File: src/rtl/uart_rx_pkg.sv
// rtl/uart_rx_pkg.sv - shared state type and width/parity helpers for the ID-frame UART receiver
package uart_rx_pkg;

  typedef enum logic [2:0] {
    ST_IDLE,
    ST_START,
    ST_DATA,
    ST_PARITY,
    ST_STOP
  } rx_state_t;

  // Bits needed to hold 0..n-1, never narrower than one bit.
  function automatic int cnt_width(input int n);
    return (n > 1) ? $clog2(n) : 1;
  endfunction

  function automatic logic calc_parity(input logic [31:0] data, input logic odd);
    return (^data) ^ odd;
  endfunction

endpackage

File: src/rtl/uart_char_rx.sv
// rtl/uart_char_rx.sv - synchronised single-character UART receiver with glitch, parity and stop checks
module uart_char_rx
  import uart_rx_pkg::*;
#(
  parameter int CLKS_PER_BIT = 2604,
  parameter int DATA_BITS    = 8,
  parameter int PARITY_EN    = 0,
  parameter int PARITY_ODD   = 0
) (
  input  logic                 clk,
  input  logic                 reset,
  input  logic                 rxd,
  output logic                 char_valid,
  output logic [DATA_BITS-1:0] char_data,
  output logic                 frame_err,
  output logic                 parity_err,
  output logic                 busy
);

  localparam int CNT_W = cnt_width(CLKS_PER_BIT);
  localparam int BIT_W = cnt_width(DATA_BITS);

  logic                 sync1, rxs;
  rx_state_t            state, state_n;
  logic [CNT_W-1:0]     cnt, cnt_n;
  logic [BIT_W-1:0]     bit_cnt, bit_n;
  logic [DATA_BITS-1:0] shift, shift_n;
  logic                 par_bad, par_bad_n;
  logic                 char_valid_n, frame_err_n, parity_err_n;
  logic                 bit_end;

  always_ff @(posedge clk or negedge reset) begin
    if (!reset) begin
      sync1 <= 1'b1;
      rxs   <= 1'b1;
    end else begin
      sync1 <= rxd;
      rxs   <= sync1;
    end
  end

  always_ff @(posedge clk or negedge reset) begin
    if (!reset) begin
      state      <= ST_IDLE;
      cnt        <= '0;
      bit_cnt    <= '0;
      shift      <= '0;
      par_bad    <= 1'b0;
      char_valid <= 1'b0;
      frame_err  <= 1'b0;
      parity_err <= 1'b0;
    end else begin
      state      <= state_n;
      cnt        <= cnt_n;
      bit_cnt    <= bit_n;
      shift      <= shift_n;
      par_bad    <= par_bad_n;
      char_valid <= char_valid_n;
      frame_err  <= frame_err_n;
      parity_err <= parity_err_n;
    end
  end

  assign bit_end = (cnt == CNT_W'(CLKS_PER_BIT - 1));

  always_comb begin
    state_n      = state;
    cnt_n        = cnt;
    bit_n        = bit_cnt;
    shift_n      = shift;
    par_bad_n    = par_bad;
    char_valid_n = 1'b0;
    frame_err_n  = 1'b0;
    parity_err_n = 1'b0;
    case (state)
      ST_IDLE: begin
        if (!rxs) begin
          state_n = ST_START;
          cnt_n   = '0;
        end
      end
      ST_START: begin
        // Line back high at mid start bit means a glitch, not a character.
        if (cnt == CNT_W'(CLKS_PER_BIT / 2)) begin
          cnt_n     = '0;
          bit_n     = '0;
          par_bad_n = 1'b0;
          state_n   = rxs ? ST_IDLE : ST_DATA;
        end else begin
          cnt_n = cnt + CNT_W'(1);
        end
      end
      ST_DATA: begin
        if (bit_end) begin
          cnt_n   = '0;
          shift_n = {rxs, shift[DATA_BITS-1:1]};
          if (bit_cnt == BIT_W'(DATA_BITS - 1)) begin
            bit_n   = '0;
            state_n = (PARITY_EN != 0) ? ST_PARITY : ST_STOP;
          end else begin
            bit_n = bit_cnt + BIT_W'(1);
          end
        end else begin
          cnt_n = cnt + CNT_W'(1);
        end
      end
      ST_PARITY: begin
        if (bit_end) begin
          cnt_n     = '0;
          par_bad_n = (rxs != calc_parity(32'(shift), PARITY_ODD != 0));
          state_n   = ST_STOP;
        end else begin
          cnt_n = cnt + CNT_W'(1);
        end
      end
      ST_STOP: begin
        if (bit_end) begin
          cnt_n   = '0;
          state_n = ST_IDLE;
          if (!rxs)         frame_err_n  = 1'b1;
          else if (par_bad) parity_err_n = 1'b1;
          else              char_valid_n = 1'b1;
        end else begin
          cnt_n = cnt + CNT_W'(1);
        end
      end
      default: state_n = ST_IDLE;
    endcase
  end

  assign char_data = shift;
  assign busy      = (state != ST_IDLE);

endmodule

File: src/rtl/uart_id_frame_rx.sv
// rtl/uart_id_frame_rx.sv - assembles BYTES UART characters into one ID word with gap timeout and valid/ready output
module uart_id_frame_rx
  import uart_rx_pkg::*;
#(
  parameter int CLKS_PER_BIT = 2604,
  parameter int DATA_BITS    = 8,
  parameter int BYTES        = 5,
  parameter int PARITY_EN    = 0,
  parameter int PARITY_ODD   = 0,
  parameter int GAP_BITS     = 20
) (
  input  logic                       clk,
  input  logic                       reset,
  input  logic                       rxd,
  output logic [BYTES*DATA_BITS-1:0] id_word,
  output logic                       id_valid,
  input  logic                       id_ready,
  output logic                       frame_err,
  output logic                       parity_err,
  output logic                       overrun,
  output logic                       timeout,
  output logic                       busy
);

  localparam int WORD_W     = BYTES * DATA_BITS;
  localparam int GAP_CYCLES = GAP_BITS * CLKS_PER_BIT;
  localparam int GAP_W      = cnt_width(GAP_CYCLES);
  localparam int BC_W       = cnt_width(BYTES + 1);

  logic                 char_valid;
  logic [DATA_BITS-1:0] char_data;
  logic [BC_W-1:0]      byte_count;
  logic [WORD_W-1:0]    word_acc;
  logic [GAP_W-1:0]     gap_cnt;
  logic                 gap_run, gap_end, word_done;

  uart_char_rx #(
    .CLKS_PER_BIT(CLKS_PER_BIT),
    .DATA_BITS   (DATA_BITS),
    .PARITY_EN   (PARITY_EN),
    .PARITY_ODD  (PARITY_ODD)
  ) u_char (
    .clk       (clk),
    .reset     (reset),
    .rxd       (rxd),
    .char_valid(char_valid),
    .char_data (char_data),
    .frame_err (frame_err),
    .parity_err(parity_err),
    .busy      (busy)
  );

  // The gap timer only matters for a partially collected word while the line is idle.
  assign gap_run   = !busy && (byte_count != '0) && (byte_count != BC_W'(BYTES));
  assign gap_end   = gap_run && (gap_cnt == GAP_W'(GAP_CYCLES - 1));
  assign word_done = (byte_count == BC_W'(BYTES));

  always_ff @(posedge clk or negedge reset) begin
    if (!reset) begin
      byte_count <= '0;
      word_acc   <= '0;
      gap_cnt    <= '0;
      id_word    <= '0;
      id_valid   <= 1'b0;
      overrun    <= 1'b0;
      timeout    <= 1'b0;
    end else begin
      overrun <= 1'b0;
      timeout <= 1'b0;
      if (id_valid && id_ready) id_valid <= 1'b0;

      if (frame_err || parity_err) begin
        byte_count <= '0;
      end else if (char_valid) begin
        for (int i = 0; i < BYTES; i++)
          if (byte_count == BC_W'(i)) word_acc[i*DATA_BITS +: DATA_BITS] <= char_data;
        byte_count <= byte_count + BC_W'(1);
      end else if (word_done) begin
        byte_count <= '0;
        // A consumer taking the old word this cycle frees the register for the new one.
        if (!id_valid || id_ready) begin
          id_word  <= word_acc;
          id_valid <= 1'b1;
        end else begin
          overrun <= 1'b1;
        end
      end else if (gap_end) begin
        timeout    <= 1'b1;
        byte_count <= '0;
      end

      if (!gap_run || gap_end) gap_cnt <= '0;
      else                     gap_cnt <= gap_cnt + GAP_W'(1);
    end
  end

endmodule

File: config.mk
export PLATFORM = sky130hd
export DESIGN_NAME = uart_id_frame_rx
export DESIGN_NICKNAME = d
export VERILOG_FILES = /design/src/rtl/uart_rx_pkg.sv /design/src/rtl/uart_char_rx.sv /design/src/rtl/uart_id_frame_rx.sv
export SDC_FILE = /design/constraint.sdc
export NUM_CORES = 1
export LEC_CHECK = 0
export CAP_MARGIN = 10
export CORE_ASPECT_RATIO = 1.75
export CORE_UTILIZATION = 45
export DETAILED_ROUTE_END_ITERATION = 8
export DONT_BUFFER_PORTS = 1
export PLACE_DENSITY = 0.59
export SETUP_SLACK_MARGIN = 0.2
export SYNTH_ARGS = -nofsm -noshare
export SYNTH_HDL_FRONTEND = slang
export SYNTH_HIERARCHICAL = 1
export SYNTH_SLANG_ARGS = --single-unit
File: constraint.sdc
create_clock -name clk -period 4.2 [get_ports clk]
set_input_delay 0.21 -clock clk [delete_from_list [all_inputs] [get_ports clk]]
set_output_delay 0.21 -clock clk [all_outputs]
set_load 0.03 [all_outputs]
==> results.yml, run 1 <==
worst_hold_path:
  hold_path.class: "in -> reg"
floorplan:
  io-pin-count: 50
  design.core.area_mm2: 0.01250
  chipHeight_um: 151.9
  dieArea_mm2: 0.01331
  start_util_pct: 46.20
  die_w_um: 87.63
  rows: 54
sta:
  report.final.slew_viol_count: 0
  final-hold-violation-count: 0
  final.setup.tns_ps: 0
  worst_clock_skew_ps: 9.038
  finalSetupViolations: 0
  maxSlewHeadroom_pct: 26.87
  timing.final.crit_period_ps: 2492
  achievable-frequency_mhz: 401.3
  post-route-period-util_pct: 59.32
  grt_setup_unrepaired: "false"
  worst_slew_pin_slew_ps: 1095
global_route:
  grt-ovfl-total: 0
  number_of_global_route_vias_before_repair: 3603
  antenna_found_initial: 0
  grt_pass1_wl_um: 18130
  grt_use_total_pct: 17.64
  grt_max_degree: 135
logic_synthesis:
  post_synth_instance_area_mm2: 0.005774
  ys_warn_count: 6
  synth_area_leaders: "dfrtp_1 57%, mux2_2 17%, xnor2_1 2.9%"
  yosysTopAreaCellShare_pct: 57.20
  synth.avg_cell_area_um2: 12.98
  yosys_register_bits: 134
  largest_family_of_logic_cells_by_synthesized_area: "multiplexers"
  synthMuxAreaShare_pct: 18.03
  synth.lib_cells_used.distinct: 49
  synth_ff_type: "dfrtp_1"
  synth-edff-count: 0
  asyncSetResetFlopFracSynth_pct: 100.0
  sequential_to_total_area_share_from_yosys_stat_pct: 58.11
  yosys.area_share.adder_pct: 2.167
  yosys.area_share.xor_xnor_pct: 3.640
  synthesized_area_fraction_occupied_by_and_or_nand_nor_cells_pct: 12.07
  synthDominantAreaCellType: "dfrtp_1"
  synth_compound_area_share_pct: 4.052
  synthCells: 445
  synthesis.nets: 459
detailed_routing:
  final_antenna_net_count: 0
  first_iter_violations: 145
  drt_first_pass_iters: 4
  wire_per_inst_um: 16.57
  via_per_inst: 5.318
  total_detailed_routing_wirelength_um: 10570
  drc_errors: 0
  via_count: 3393
clocking:
  clockRootBuffer: "clkbuf_16"
  clk_pin_slew_worst_paths_ps: 60
  clock_sinks: 134
  tritoncts: "built"
  cts.htree.levels: 4
  cts.repair.resized: 0
  cts_made_buffers: 17
  post_cts.repair.setup_buffers: 0
  clock_tree.buffer_depth: 2
  clkLatencyLatePin_ps: 410
finish:
  area_growth_pct: 13.43
  mostFrequentLayoutCell: "dfrtp_1"
  mostFrequentLayoutCells: "132 x dfrtp_1, 88 x mux2_2, 31 x nor2_1"
  multi_input_area_mm2: 0.002315
  nFillCells: 1114
  register_cell_area_after_layout_mm2: 0.003356
  layout.nets: 471
  antenna_cells_inserted: 0
  post_route_cells_drive_above_1_share_pct: 28.72
outcome:
  run_status: "completed"
worst_setup_path:
  crit_path_end_kind: "register"
  critPathRequiredTime_ps: 4490
  crit_arrival_ps: 2780
  worstSetupPathType: "reg -> reg"
  critical_path_peak_fanout: 40
  worstSetupStartpointType: "register"
power:
  power_density_mw_per_mm2: 413.5
  vdd.ir_drop.worst_uv: 276.0
  static_leakage_nw: 3.153
  p_total_w: 0.002708
placement:
  numPortBuffers: 0
  place_congestion: 0.7594
  dp_hpwl_um: 7046
job:
  cap_viol_max_count: 0
==> path summary, 6_finish.rpt <==
| kind | from | end | slack (ps) | depth (start not counted) |
|---|---|---|---|---|
| max | u_char/parity_err | id_word[34] | 1710 | 4 |
| min | id_ready | overrun | 40 | 2 |
| max reg2reg | u_char/parity_err | id_word[34] | 1710 | 4 |
| min reg2reg | u_char/sync1 | u_char/rxs | 360 | 0 |
| max in group asynchronous | reset | u_char/bit_cnt[1] | 3270 | 2 |
| min in group asynchronous | reset | id_word[0] | 430 | 2 |
==> state kept, by name (all words and copies together), names as in the netlist <==
name	cells
id_word	40
word_acc	40
gap_cnt	16
u_char/cnt	12
u_char/char_data	8
byte_count	3
u_char/bit_cnt	3
u_char/state	3
id_valid	1
overrun	1
timeout	1
u_char/char_valid	1
u_char/frame_err	1
u_char/par_bad	1
u_char/parity_err	1
u_char/rxs	1
u_char/sync1	1
==> Yosys cell counts, types with 4 or more instances <==
library cell,count
nand4_1,8
nand2_1,23
nor3_1,6
and4_1,4
nor2_1,31
a31oi_1,8
nand2b_1,5
xnor2_1,19
ha_1,10
nand3_1,11
a21oi_1,8
nor4_1,5
xor2_1,5
mux2_2,88
inv_1,15
dfrtp_1,132
and3_1,5
clkbuf_1,7
o21ai_0,10
==> per-layer routing <==
layer / track usage, % / share of wire, % / up-vias
met2: 29.95 / 54 / 50
met4: 5.933 / 1.5 / 0
met5: 0 / 0 / -
met1: 20.92 / 41 / 1729
met3: 5.323 / 3.4 / 12
li1: - / - / 1602
==> worst max-delay path, stage by stage (launching register included) <==
cell and delay [ps]:
dfrtp_1 530, nor3_1 330, nand3_1 200, nor2b_4 880, mux2_2 420
==> power by group <==
| group | internal [W] | switching (W) | leakage (nW) |
|---|---|---|---|
| clock | 0.000779 | 0.000606 | 0.271 |
| combinational | 0.00000488 | 0.0000245 | 1.03 |
| sequential | 0.00129 | 0.00000130 | 1.85 |
==> kinds of logic after synthesis <==
logic type / after synthesis
AO/OA/AOI/OAI: 37
XOR/XNOR: 24
adder cells (fa/ha/maj): 10
buffers and inverters: 26
flip-flops: 134
multiplexers: 92
AND/OR/NAND/NOR: 122
==> final cells by class <==
type                    count  share of cell area, %
clock buffers              17                  6.495
well taps                 168                  3.209
repair buffers              4                 0.8405
clock inverters            15                  2.025
multi-input cells         285                  35.34
inverters                  15                 0.8596
flip-flops and latches    134                  51.23
==> timing repair <==
| item | 4_1_cts | 5_1_grt |
|---|---|---|
| endpoints found under the setup margin | 0 | 0 |
| hold buffers | 3 | 0 |
| endpoints found under the hold margin | 135 | 0 |
==> metrics by stage <==
stage	setup slack [ps]	instances	util, %	cell area, um2	hold slack (ps)
finish	1708	638	52.40	6550	40.56
global route	1531	638	52.40	6550	28.37
CTS	1668	638	52.40	6550	25.74
detailed placement	1677	603	47.56	5944	-82.19
global placement	1729	603	47.56	5944	-82.86
floorplan	2155	445	-	5774	-85.59
(Power assumes the default switching activity.)
==> run 2: changes to the inputs <==
ABC_AREA = 1   (was default)
PLACE_DENSITY = 0.61   (was 0.59)
clock period = 2.02 ns   (was 4.2 ns; I/O delays follow)
==> results.yml, run 2 <==
floorplan:
  chipHeight_um: 159.4
  design.core.area_mm2: 0.01384
  rows: 57
  io-pin-count: 50
  start_util_pct: 46.07
  die_w_um: 91.97
  dieArea_mm2: 0.01466
finish:
  antenna_cells_inserted: 0
  layout.nets: 756
  nFillCells: 1318
  mostFrequentLayoutCell: "nand2_1"
  area_growth_pct: 11.50
  layout_top_registers: "id_word (40), word_acc (40), gap_cnt (16)"
  post_route_cells_drive_above_1_share_pct: 13.38
  mostFrequentLayoutCells: "190 x nand2_1, 132 x dfrtp_1, 106 x inv_1"
  final-instance-count-excl-fill: 932
placement:
  numPortBuffers: 0
  place_congestion: 0.9058
  placed_cells_incl_taps: 896
  dp_hpwl_um: 9851
global_route:
  grt_pass1_wl_um: 23360
  grt_use_total_pct: 20.55
  grt-ovfl-total: 0
  grt_max_degree: 135
  number_of_global_route_vias_before_repair: 4767
  antenna_found_initial: 0
detailed_routing:
  via_count: 4593
  wire_per_inst_um: 14.79
  drc_errors: 0
  drt_first_pass_iters: 4
  first_iter_violations: 238
  final_antenna_net_count: 0
  total_detailed_routing_wirelength_um: 13780
  via_per_inst: 4.928
logic_synthesis:
  synthesis.nets: 742
  yosysTopAreaCellShare_pct: 51.83
  post_synth_instance_area_mm2: 0.006374
  synth.cells.most_frequent: "190 x nand2_1, 132 x dfrtp_1, 106 x inv_1"
  synth.avg_cell_area_um2: 8.755
  synth-edff-count: 0
  yosys_register_bits: 134
  asyncSetResetFlopFracSynth_pct: 100.0
  synthesized_area_fraction_occupied_by_and_or_nand_nor_cells_pct: 24.56
  largest_family_of_logic_cells_by_synthesized_area: "simple AND/OR/NAND/NOR gates"
  ys_warn_count: 6
  yosys.area_share.adder_pct: 1.963
  synth.lib_cells_used.distinct: 31
  synth_compound_area_share_pct: 9.855
  synthCells: 728
  yosys.area_share.xor_xnor_pct: 1.374
  synth_most_common_cell: "nand2_1"
  synth_ff_type: "dfrtp_1"
  synth_area_leaders: "dfrtp_1 52%, nand2_1 11%, inv_1 6.2%"
  synthMuxAreaShare_pct: 0
  synthDominantAreaCellType: "dfrtp_1"
  sequential_to_total_area_share_from_yosys_stat_pct: 52.65
job:
  cap_viol_max_count: 0
clocking:
  cts_made_buffers: 17
  clk_pin_slew_worst_paths_ps: 60
  cts_hold_buf: 2
  clock_sinks: 134
  clock_tree.buffer_depth: 2
  cts.htree.levels: 4
  clockRootBuffer: "clkbuf_16"
  clkLatencyLatePin_ps: 410
  tritoncts: "built"
sta:
  worst_slew_pin_slew_ps: 453.9
  report.final.slew_viol_count: 0
  worst_clock_skew_ps: 10.12
  maxSlewHeadroom_pct: 69.51
  final.setup.tns_ps: 0
  achievable-frequency_mhz: 592.7
  timing.final.crit_period_ps: 1687
  final-hold-violation-count: 134
  finalSetupViolations: 0
  hold_ws_ps: -616.3
  grt_setup_unrepaired: "true"
  post-route-period-util_pct: 83.52
worst_hold_path:
  hold_path.class: "in -> async"
worst_setup_path:
  reg2regPathDepth: 6
  worstSetupStartpointType: "register"
  worst-r2r-setup-slack_ps: 330
  critPathRequiredTime_ps: 2310
  crit_path_end_kind: "register"
  crit_arrival_ps: 1980
  crit_path_start: "byte_count[1]"
  worstSetupPathType: "reg -> reg"
  critical_path_peak_fanout: 65
  rr_endpoint: "id_word[24]"
  r2r-start: "byte_count[1]"
  timing.critical_path.to: "id_word[24]"
power:
  vdd.ir_drop.worst_uv: 563.8
  power_density_mw_per_mm2: 803.7
  static_leakage_nw: 3.214
outcome:
  failed_checks: "hold timing"
  run_status: "finished, violations left"
==> run 2: repair_timing <==
action / CTS / global route
gates resized for setup: 0 / 2
endpoints found under the setup margin: 0 / 8
hold endpoints to repair: 137 / 134
buffers inserted: 0 / 2
==> run 2: routing by layer <==
layer | GRT usage (%) | share of wire [%] | routed length [um]
met2 | 35.65 | 54 | 7421
met1 | 22.91 | 40 | 5537
met3 | 5.301 | 2.9 | 395
met4 | 10.51 | 3.1 | 427
met5 | 0 | 0 | 0
==> run 2: logic make-up after synthesis <==
logic type	count (synthesis)
and+or+nand+nor	336
DFF	134
buffers and inverters	131
xor gates and xnor gates	10
AOI/OAI and AO/OA	107
adders and majority gates	10
==> run 2: metrics by stage <==
stage	util, %	instance area [um2]	worst slack [ps]	total power, W
floorplan	-	6374	503.4	0.002741
global route	51.37	7107	167.6	0.005916
detailed placement	46.86	6484	276.9	0.002744
global placement	46.86	6484	339.3	0.002744
finish	51.37	7107	332.8	0.005711
CTS	51.20	7084	255.4	0.005793
==> run 2: power breakdown <==
group          leakage (nW)   total [W]  internal [W]  switching, W
clock network         0.274     0.00301       0.00174       0.00127
registers              1.85     0.00269       0.00269    0.00000226
logic                  1.09  0.00000853    0.00000459    0.00000394
==> run 2: cell type report <==
cell class	count	area, um2	share of cell area, %
Inverter	114	427.9	6.021
Tap cell	177	221.5	3.116
Clock inverter	15	155.1	2.183
Multi-Input combinational cell	463	2414	33.96
Clock buffer	17	425.4	5.986
Timing Repair Buffer	12	107.6	1.514
Sequential cell	134	3356	47.22
==> run 2: how the worst min path moves through the flow <==
| stage | start | end | slack, ps | depth (start not counted) |
|---|---|---|---|---|
| 2_1_floorplan | reset | byte_count[0] | -190 | 0 |
| 3_3_place_gp | reset | gap_cnt[7] | -190 | 0 |
| 3_5_place_dp | reset | gap_cnt[15] | -190 | 0 |
| 4_1_cts | reset | u_char/char_valid | -640 | 0 |
| 5_1_grt | reset | gap_cnt[0] | -650 | 0 |
| 6_report | reset | gap_cnt[0] | -620 | 0 |
==> run 2: worst max-delay path, stage by stage, from the launching register on <==
cell	delay (ps)
dfrtp_1	410
inv_1	90
ha_1	310
nand4_4	280
buf_12	280
nand2_1	100
o21ai_1	60
